$ cat config.mk
export PLATFORM = sky130hd
export DESIGN_NAME = rcs_serial_sub_ctrl
export DESIGN_NICKNAME = d
export VERILOG_FILES = /design/src/rtl/rcs_serial_sub_ctrl.sv
export SDC_FILE = /design/constraint.sdc
export NUM_CORES = 1
export LEC_CHECK = 0
export CAP_MARGIN = 5
export CORE_MARGIN = 1
export CORE_UTILIZATION = 43
export DETAILED_ROUTE_END_ITERATION = 8
export GPL_TIMING_DRIVEN = 0
export MAX_ROUTING_LAYER = met4
export PLACE_DENSITY = 0.81
export SYNTH_ARGS = -nofsm -noshare
export SYNTH_HDL_FRONTEND = slang
export SYNTH_SLANG_ARGS = --single-unit
$ cat constraint.sdc
create_clock -name clk -period 2.15 [get_ports clk]
set_clock_uncertainty 0.05 [all_clocks]
set_input_delay 0.43 -clock clk [delete_from_list [all_inputs] [get_ports clk]]
set_output_delay 0.43 -clock clk [all_outputs]
set_load 0.05 [all_outputs]
$ cat src/rtl/rcs_serial_sub_ctrl.sv
// rcs_serial_sub_ctrl: WIDTH-bit A-B one nibble per clock on a shared 4-bit subtractor; start/op_a/op_b in, busy/done/result/borrow/zero out, sub_a/sub_b/sub_cin out to and sub_s/sub_cout back from the subtractor
module rcs_serial_sub_ctrl #(
  parameter int WIDTH = 16
) (
  input  logic             clk,
  input  logic             rst,
  input  logic             start,
  input  logic [WIDTH-1:0] op_a,
  input  logic [WIDTH-1:0] op_b,
  output logic             busy,
  output logic             done,
  output logic [WIDTH-1:0] result,
  output logic             borrow,
  output logic             zero,
  output logic [3:0]       sub_a,
  output logic [3:0]       sub_b,
  output logic             sub_cin,
  input  logic [3:0]       sub_s,
  input  logic             sub_cout
);
  localparam int NNIB = WIDTH / 4;
  localparam int IW = $clog2(NNIB);
  typedef enum logic [1:0] {IDLE, RUN, DONE} state_t;
  state_t state, state_nxt;
  logic [WIDTH-1:0] a_q, b_q, res_nxt;
  logic [IW-1:0] idx;
  logic carry, run, last;
  always_comb begin
    run = state == RUN;
    last = idx == IW'(NNIB - 1);
    state_nxt = state == IDLE ? (start ? RUN : IDLE) : state == RUN ? (last ? DONE : RUN) : IDLE;
    busy = state != IDLE;
    done = state == DONE;
    sub_a = run ? a_q[{idx, 2'b00} +: 4] : 4'h0;
    sub_b = run ? b_q[{idx, 2'b00} +: 4] : 4'h0;
    sub_cin = run ? carry : 1'b0;
    res_nxt = result;
    res_nxt[{idx, 2'b00} +: 4] = sub_s;
  end
  always_ff @(posedge clk) begin
    if (rst) begin
      state <= IDLE;
      idx <= '0;
      carry <= 1'b1;
      a_q <= '0;
      b_q <= '0;
      result <= '0;
      borrow <= 1'b0;
      zero <= 1'b0;
    end else begin
      state <= state_nxt;
      if (state == IDLE && start) begin
        a_q <= op_a;
        b_q <= op_b;
        idx <= '0;
        carry <= 1'b1;
        result <= '0;
        borrow <= 1'b0;
        zero <= 1'b0;
      end else if (run) begin
        result <= res_nxt;
        carry <= sub_cout;
        idx <= last ? '0 : idx + 1'b1;
        if (last) begin
          borrow <= ~sub_cout;
          zero <= res_nxt == '0;
        end
      end
    end
  end
endmodule

Yosys cells after proc, flatten, opt, wreduce, memory -nomap -nowiden
Index checks and enable logic that the tools add are counted.
Widths: inputs -> output; s select.
- bits in latches: 0
- memory bits (read-only): 0
- input bits: 40
- RAM bits: 0
- memories kept: 0
- logic and storage cells: 33
- output and inout port bits: 29
- flip-flop bits (word level): 55
- reductions and logical operators: 6
- magnitude comparators: 0
- multipliers: 0
- equal/unequal tests: 3
- $add $sub $neg: 2
- muxes and demuxes: 9
- shifts and indexed selects: 4
- divide/modulo/power cells: 0
- bitwise operators: 1
- operators with widths (operator ; count):
    $shiftx 16x5->4 ; 2
    $bwmux 16 ; 1
    $logic_not 16->1 ; 1
    $shift 4x6->16 const A ; 1
    $shiftx 4x6->16 ; 1
    $mux 2 ; 4
    $mux 4 ; 2
    $neg 4->6 ; 1
    $eq 2x2->1 const B ; 2
    $add 2x1->2 const B ; 1
    $eq 2x1->1 const B ; 1
    $logic_not 2->1 ; 1
    $mux 1 ; 2
    $reduce_and 2->1 ; 1
    $reduce_bool 2->1 ; 1
    $reduce_or 2->1 ; 1
    $logic_and 1x1->1 ; 1
    $not 1->1 ; 1

Logic depth before layout (Yosys ltp)
Gate-level depths: netlist of the first run.
- depth after elaboration: 4
- gate-level depth with buffers: 9

Least setup slack after synthesis of the first run
Ideal clock, no wire load.
- path kind: flip-flop to flip-flop
- start point: register idx[1]
- end point: register zero
- stages on the path, launching flop included: 9
- period minus slack after synthesis: 2.381 ns
- slack: -0.231 ns
- required time: 2.031 ns
- buffers on the path: 1
- arrival time: 2.262 ns
- path through: dfxtp_1 > clkbuf_1 > inv_1 > ha_1 > inv_2 > a2111oi_4 > o31ai_1 > or4_1 > o21ai_1
- cells in the longest elaborated chain, start to end: 4
- elaborated cells between the ends (all ways): 7
- RTL lines (item ; line ; source):
    start, declared ; 26 ; logic [IW-1:0] idx;
    start signal, assigned ; 63 ; idx <= last ? '0 : idx + 1'b1;
    $neg 4->6 ; 38 ; res_nxt[{idx, 2'b00} +: 4] = sub_s;
    $shiftx 4x6->16 / $shift 4x6->16 (equally long branches) ; 38 ;
    $bwmux 16 ; 38 ;
    $logic_not 16->1 ; 66 ; zero <= res_nxt == '0;
    end signal, assigned ; 49 ; zero <= 1'b0;
    end signal, assigned ; 59 ; zero <= 1'b0;
    end signal, assigned ; 66 ;
    end, declared ; 14 ; output logic zero,
Several ways; a longest one is shown, not always the timed one.
A chain may end at the register's enable or synchronous reset.

Worst setup path after layout of the first run
- start point: register idx[0]
- end point: register zero
The elaborated chain is that of the path after synthesis.

==> metrics.txt, run 1 <==
status=complete, but fails checks; failing checks=setup timing; sw power=0.6064 mW; DRT iter0 DRCs=around 190; Post-DP HPWL=4591 um; hold_buf cts=0; synthesized area=2467 um^2; # DRC=0; critical path peak fanout=5; Post-Place Setup Slack=-0.7954 ns; Comb pwr share=approximately a fifth; ys flop type=dfxtp_1; Worst VDD drop=about 0.00039 V; final antenna-violating net count=0; DR vias/cell=5.410; Slew HR=around 65%; Critical Path AT=between 2 and 2.5 ns; synth unique cells=36; num ports=69; first-pass GRT wire length=11,160 um; row cnt=27; Initial Util=44.81%; Area Growth Syn to Fin=44.62%; Syn. warnings=0; register area share after synthesis=approximately 45%; synth top area cells=dfxtp_1, nand2_1, a21oi_1, mux4_2, ha_1; overall die width=77.75 um; Slew Viols, Final=0; startpoint types=flop; FMAX=approximately 0.46 GHz; CP Data Required Time=~2.3 ns; Post-Route WL=approximately 6800 um; CTS H-tree lvls=2; I/O Buffers=67; clock network power share=between 20% and 30%; number of enable flip-flop cells after synthesis=0; P_leak=1.318 nW; R2R depth=7; Sequential Area=~1100 um^2; TritonRoute pass-1 iters=4; GRT Residual Overflow=0; Setup-failing EPs final=5; syn nets=about 340; Flop pwr share=between 50% and 60%; clock buffer depth=2; Hold WC Path Type=reg2reg; Nets=around 430; Final Cycle Share=101.9%; min Tclk post-route=around 2.2 ns; Fin. Hold Viols=0; Synth Register Bits=55; power density over the cells=between 600 and 700 nW/um^2; # fillers=between 400 and 500; Diodes inserted=0; Tot GR Track Use=between 20% and 30%; hold path cells=2; clk_lat worst skew=a little over 0.3 ns; post-synth top area share=44.62%; area leader, netlist=dfxtp_1; crit path kind=reg2reg; Core Area=about 5500 um^2; vias in the first global route=between 2,000 and 2,500; commonest non-fill, non-tap cell in the layout=nand2_1; Die Footprint=about 6000 um^2; switching share of power=around 28%; ys async rst share=0%; Reg clk slew, reported paths=approximately 0.1 ns; CTS Root Cell=clkbuf_8; setup_tns=-0.09668 ns; RSZ-0062 raised after global routing=yes; CTS tree=done; Cells after Synth=a little under 300; Cell Int Power=roughly 1.5 mW; commonest non-fill, non-tap cells in the layout=nand2_1, clkdlybuf4s50_1, dfxtp_1; CTS buffer count=5; maxcap violations=0; clk sinks=55; layout cells sized above 1=between 15 and 20%; syn avg cell area=roughly 8.3 um^2; vias=about 2,500; Vert. Die Dim=approximately 80 um; final setup margin=-0.04099 ns; Worst setup EP type=flop; DR WL/cell=roughly 15 um; initial antenna violation count=0; Slew @ Worst Pin=approximately 0.52 ns; RD Place Congestion=just under 0.9; largest net degree at the start of global routing=19; multi-input logic area=~1300 um^2; total chip power=between 2 and 2.5 mW
==> cell families after synthesis <==
logic type / share of synthesized area, %
simple gates: 25.25
compound gates: 15.11
flops: 44.62
buf+inv: 4.259
mux: 7.708
fa+ha+maj: 3.043
==> metrics by stage <==
step	std cells	hold WS, ns	utilization, %	cell area, um^2
CTS	449	0.4107	63.17	3478
detailed placement	436	0.3955	58.67	3231
global placement	436	0.3903	58.67	3231
global route	456	0.4355	64.80	3568
finish	456	0.4092	64.80	3568
floorplan	297	0.3814	-	2470
==> sequential cells by signal (all words and copies together), names as in the netlist <==
register / flops
state: 2
result: 16
a_q: 16
carry: 1
borrow: 1
zero: 1
b_q: 16
idx: 2
==> final cells by class <==
cell class / instances / share of cell area, %
multi-input combinational: 218 / 36.82
sequential: 55 / 31.10
timing repair buffer: 82 / 22.51
buffer: 17 / 3.647
tap: 72 / 2.525
clock buffer: 6 / 2.314
clock inverter: 2 / 0.5610
inverter: 4 / 0.5259
==> critical path, stage by stage (launching register included) <==
cell and delay [ns]:
dfxtp_4 0.41, clkinvlp_4 0.17, ha_4 0.33, inv_2 0.06, a2111oi_4 0.29, o31ai_2 0.08
or4_1 0.51, o21ai_1 0.20
==> power groups by stage <==
stage | sequential [mW] | clock [mW] | combinational (mW)
6_report | 1.09 | 0.630 | 0.426
4_1_cts | 1.09 | 0.636 | 0.394
2_1_floorplan | 1.12 | 0 | 0.203
3_5_place_dp | 1.11 | 0 | 0.364
5_1_grt | 1.09 | 0.686 | 0.461
3_3_place_gp | 1.11 | 0 | 0.358
==> worst paths after layout <==
path / end / slack (ns) / startpoint
max: zero / -0.04 / idx[0]
max reg2reg: zero / -0.04 / idx[0]
min: b_q[0] / 0.41 / b_q[0]
min reg2reg: b_q[0] / 0.41 / b_q[0]
==> metal layers <==
metal	share of wire, %	global-route usage, %	vias to the layer above	wire [um]
li1	-	-	1191	-
met1	44	30.57	1172	2989
met2	48	38.05	87	3227
met3	5.4	4.235	17	365
met4	2.7	9.623	0	180
met5	0	-	-	0
==> what timing repair did <==
item	in CTS	in global routing
resized for setup	92	10
endpoints found under the setup margin	22	10
buffers inserted	6	9
pin swaps	2	7
==> Yosys cell counts (2+ instances only) <==
library cell	number
nand4_1	8
nor4_1	2
nand2b_1	3
nand3_1	2
clkbuf_1	14
and3_1	2
nor2_1	20
dfxtp_1	55
o2111ai_1	2
or4_1	2
mux4_2	8
buf_2	3
a22oi_1	6
a211oi_1	2
ha_1	6
a21oi_1	44
inv_1	3
a31oi_1	2
and2_1	9
nor3_1	2
nor2b_1	3
nor3b_1	2
nand2_1	84
No activity file was read; power rests on OpenSTA's default activity.
==> run 2, diff against run 1 <==
--- a/config.mk
+++ b/config.mk
@@ -5,9 +5,10 @@
 export SDC_FILE = /design/constraint.sdc
 export NUM_CORES = 1
 export LEC_CHECK = 0
+export ABC_AREA = 1
 export CAP_MARGIN = 5
 export CORE_MARGIN = 1
-export CORE_UTILIZATION = 43
+export CORE_UTILIZATION = 44
 export DETAILED_ROUTE_END_ITERATION = 8
 export GPL_TIMING_DRIVEN = 0
 export MAX_ROUTING_LAYER = met4
==> metrics.txt, run 2 <==
clk_lat worst skew=0.31 ns (about the same); GRT Residual Overflow=0 (unchanged); Setup-failing EPs final=0 (-5); Worst VDD drop=0.0003472 V (-11%); reg2reg setup slack=0.23 ns (+0.27 ns); Syn. warnings=0 (unchanged); synthesized area=2696 um^2 (+9.3%); Cells after Synth=409 (+38%); num ports=69 (unchanged); DR vias/cell=5.011 (-7.4%); Final Cycle Share=96.48% (-5.4 points); startpoint types=flop; CTS H-tree lvls=2 (unchanged); Cell Int Power=1.710 mW (+11%); setup_tns=0 ns (+0.09668 ns); maxcap violations=0 (unchanged); TritonRoute pass-1 iters=4 (unchanged); # DRC=0 (unchanged); placed cell count=552 (+27%); ys async rst share=0% (unchanged); Die Footprint=6445 um^2 (+6.6%); most common cell in the netlist=nor2_1; Post-DP HPWL=5415 um (+18%); Reg clk slew, reported paths=0.10 ns (about the same); Slew HR=66.88% (+1.5 points); Comb pwr share=24.2% (+4.3 points); initial antenna violation count=0 (unchanged); Slew @ Worst Pin=0.4953 ns (-0.02154 ns); syn avg cell area=6.593 um^2 (-21%); Largest stage delay, worst path=0.78 ns (+0.27 ns); # fillers=558 (+26%); DRT iter0 DRCs=128 (-31%); Synth top cells by count=nor2_1, dfxtp_1, o21ai_0; CTS Root Cell=clkbuf_8; CP Cell Sequence=nor2_2 -> inv_1 -> clkdlybuf4s50_1; hold_buf cts=0 (unchanged); ys flop type=dfxtp_1; switching share of power=30.81% (+2.5 points); CP Data Required Time=1.67 ns (-0.66 ns); clock network power share=29.7% (+0.3 points); largest net degree at the start of global routing=18 (-1); row cnt=28 (+3.7%); synth unique cells=24 (-33%); vias in the first global route=2,661 (+9.7%); RSZ-0062 raised after global routing=no; slowest library cell on the worst path=clkdlybuf4s50_1; final setup margin=0.07574 ns (+0.1167 ns); Worst setup EP type=output pin; Flop pwr share=46.1% (-4.6 points); post-synth top area share=40.84% (-3.8 points); Vert. Die Dim=80.28 um (+3.3%); syn nets=455 (+33%); I/O Buffers=68 (+1.5%); CP delay by family, top=buffers and inverters; RD Place Congestion=0.9117 (+4.2%); clk sinks=55 (unchanged); min Tclk post-route=2.074 ns (-0.1167 ns); Synth Register Bits=55 (unchanged); clock buffer depth=2 (unchanged); fin cells=559 (+23%); commonest non-fill, non-tap cell in the layout=nor2_1; CTS buffer count=5 (unchanged); Initial Util=45.54% (+0.73 points); sw power=0.7615 mW (+26%); register area share after synthesis=40.84% (-3.8 points); Core Area=5921 um^2 (+7.5%); commonest non-fill, non-tap cells in the layout=nor2_1, clkdlybuf4s50_1, dfxtp_1; final antenna-violating net count=0 (unchanged); area leader, netlist=dfxtp_1; Critical Path AT=1.59 ns (-0.78 ns); Fin. Hold Viols=0 (unchanged); Diodes inserted=0 (unchanged); synth top area cells=dfxtp_1, nor2_1, o21ai_0, nand2_1, inv_1; Tot GR Track Use=24.22% (+0.12 points); power density over the cells=672.7 nW/um^2 (+12%); number of enable flip-flop cells after synthesis=0 (unchanged); CTS tree=done; status=complete, no violations; Post-Route WL=6978 um (+3.2%); Largest regs=a_q (16), b_q (16), result (16); Post-Place Setup Slack=-0.5880 ns (+0.2074 ns); Area Growth Syn to Fin=36.24%; critical path peak fanout=3 (-2); P_leak=1.632 nW (+24%); Hold WC Path Type=reg2reg; layout cells sized above 1=12.60% (-4.3 points); DR WL/cell=12.48 um (-16%); worst path bufs/invs=2 (unchanged); Slew Viols, Final=0 (unchanged); Nets=529 (+23%); vias=2,801 (+14%); first-pass GRT wire length=11,850 um (+6.1%); overall die width=80.28 um (+3.3%); FMAX=0.4821 GHz (+5.6%); crit path kind=reg2out
[run 2: changes by cell type in the layout (fill, tap and decap cells not counted), moves of 20 or more]
| cell | change |
|---|---|
| nor2_1 | +121 |
| o21ai_1 | +20 |
| a21oi_1 | -39 |
| inv_1 | +29 |
| nand2_1 | -47 |
| o21ai_0 | +52 |
[run 2: timing repair]
action                     in CTS  in global routing
pin swaps                       0                  1
setup buffers                   0                  1
gates cloned                    0                  0
setup endpoints to repair      17                 10
resized for setup              73                 10
[run 2: worst paths after layout]
path,from,end,cells after the start
worst max-delay path,state[0],busy,3
worst min-delay path,zero,zero,2
worst max register to register,idx[0],zero,11
worst min register to register,zero,zero,2
[run 2: power groups by stage]
stage / Clock (mW) / Combinational (mW) / Sequential [mW]
CTS: 0.739 / 0.593 / 1.14
finish: 0.734 / 0.599 / 1.14
floorplan: 0 / 0.324 / 1.21
detailed placement: 0 / 0.585 / 1.16
global route: 0.781 / 0.664 / 1.15
global placement: 0 / 0.576 / 1.16
[run 2: area by class of cell]
type	instances	area, um^2	share of cell area, %
inverter	39	156.4	4.257
timing repair buffer	69	679.4	18.49
sequential	55	1106	30.11
tap	75	93.84	2.554
buffer	17	108.9	2.963
clock buffer	6	82.58	2.248
multi-input combinational	296	1408	38.32
clock inverter	2	38.79	1.056
[run 2: cell families (layout without fill, tap and decap cells)]
logic type	count (synthesis)	after routing	share of synthesized area, %
compound gates	90	90	16.98
fa+ha+maj	6	6	2.784
buf+inv	58	133	9.142
flops	55	55	40.84
simple gates	200	200	30.25
[run 2: routing by layer]
layer / GRT usage [%] / part of all wire, % / up-vias
li1: - / - / 1440
met5: - / 0 / -
met3: 4.205 / 5.3 / 8
met4: 5.536 / 0.87 / 0
met2: 41.79 / 49 / 88
met1: 29.42 / 45 / 1265
[run 2: through the flow]
stage	instance area, um^2	util (%)	hold WS [ns]	power (mW)
after CTS	3649	61.62	0.4385	2.468
final	3674	62.05	0.4304	2.471
after detailed placement	3501	59.13	0.4164	1.744
after global routing	3674	62.05	0.4524	2.592
after floorplan	2726	-	0.3995	1.532
after global placement	3501	59.13	0.4068	1.731
[run 2: worst reg2reg max path, cell delays in order, from the launching register on]
cell     delay (ns)
dfxtp_4        0.47
inv_4          0.09
buf_6          0.17
ha_4           0.31
inv_2          0.05
nand3_2        0.09
o21ai_1        0.08
nor2_1         0.09
nand2_1        0.08
nor2_1         0.15
nand2_1        0.09
a21oi_2        0.11
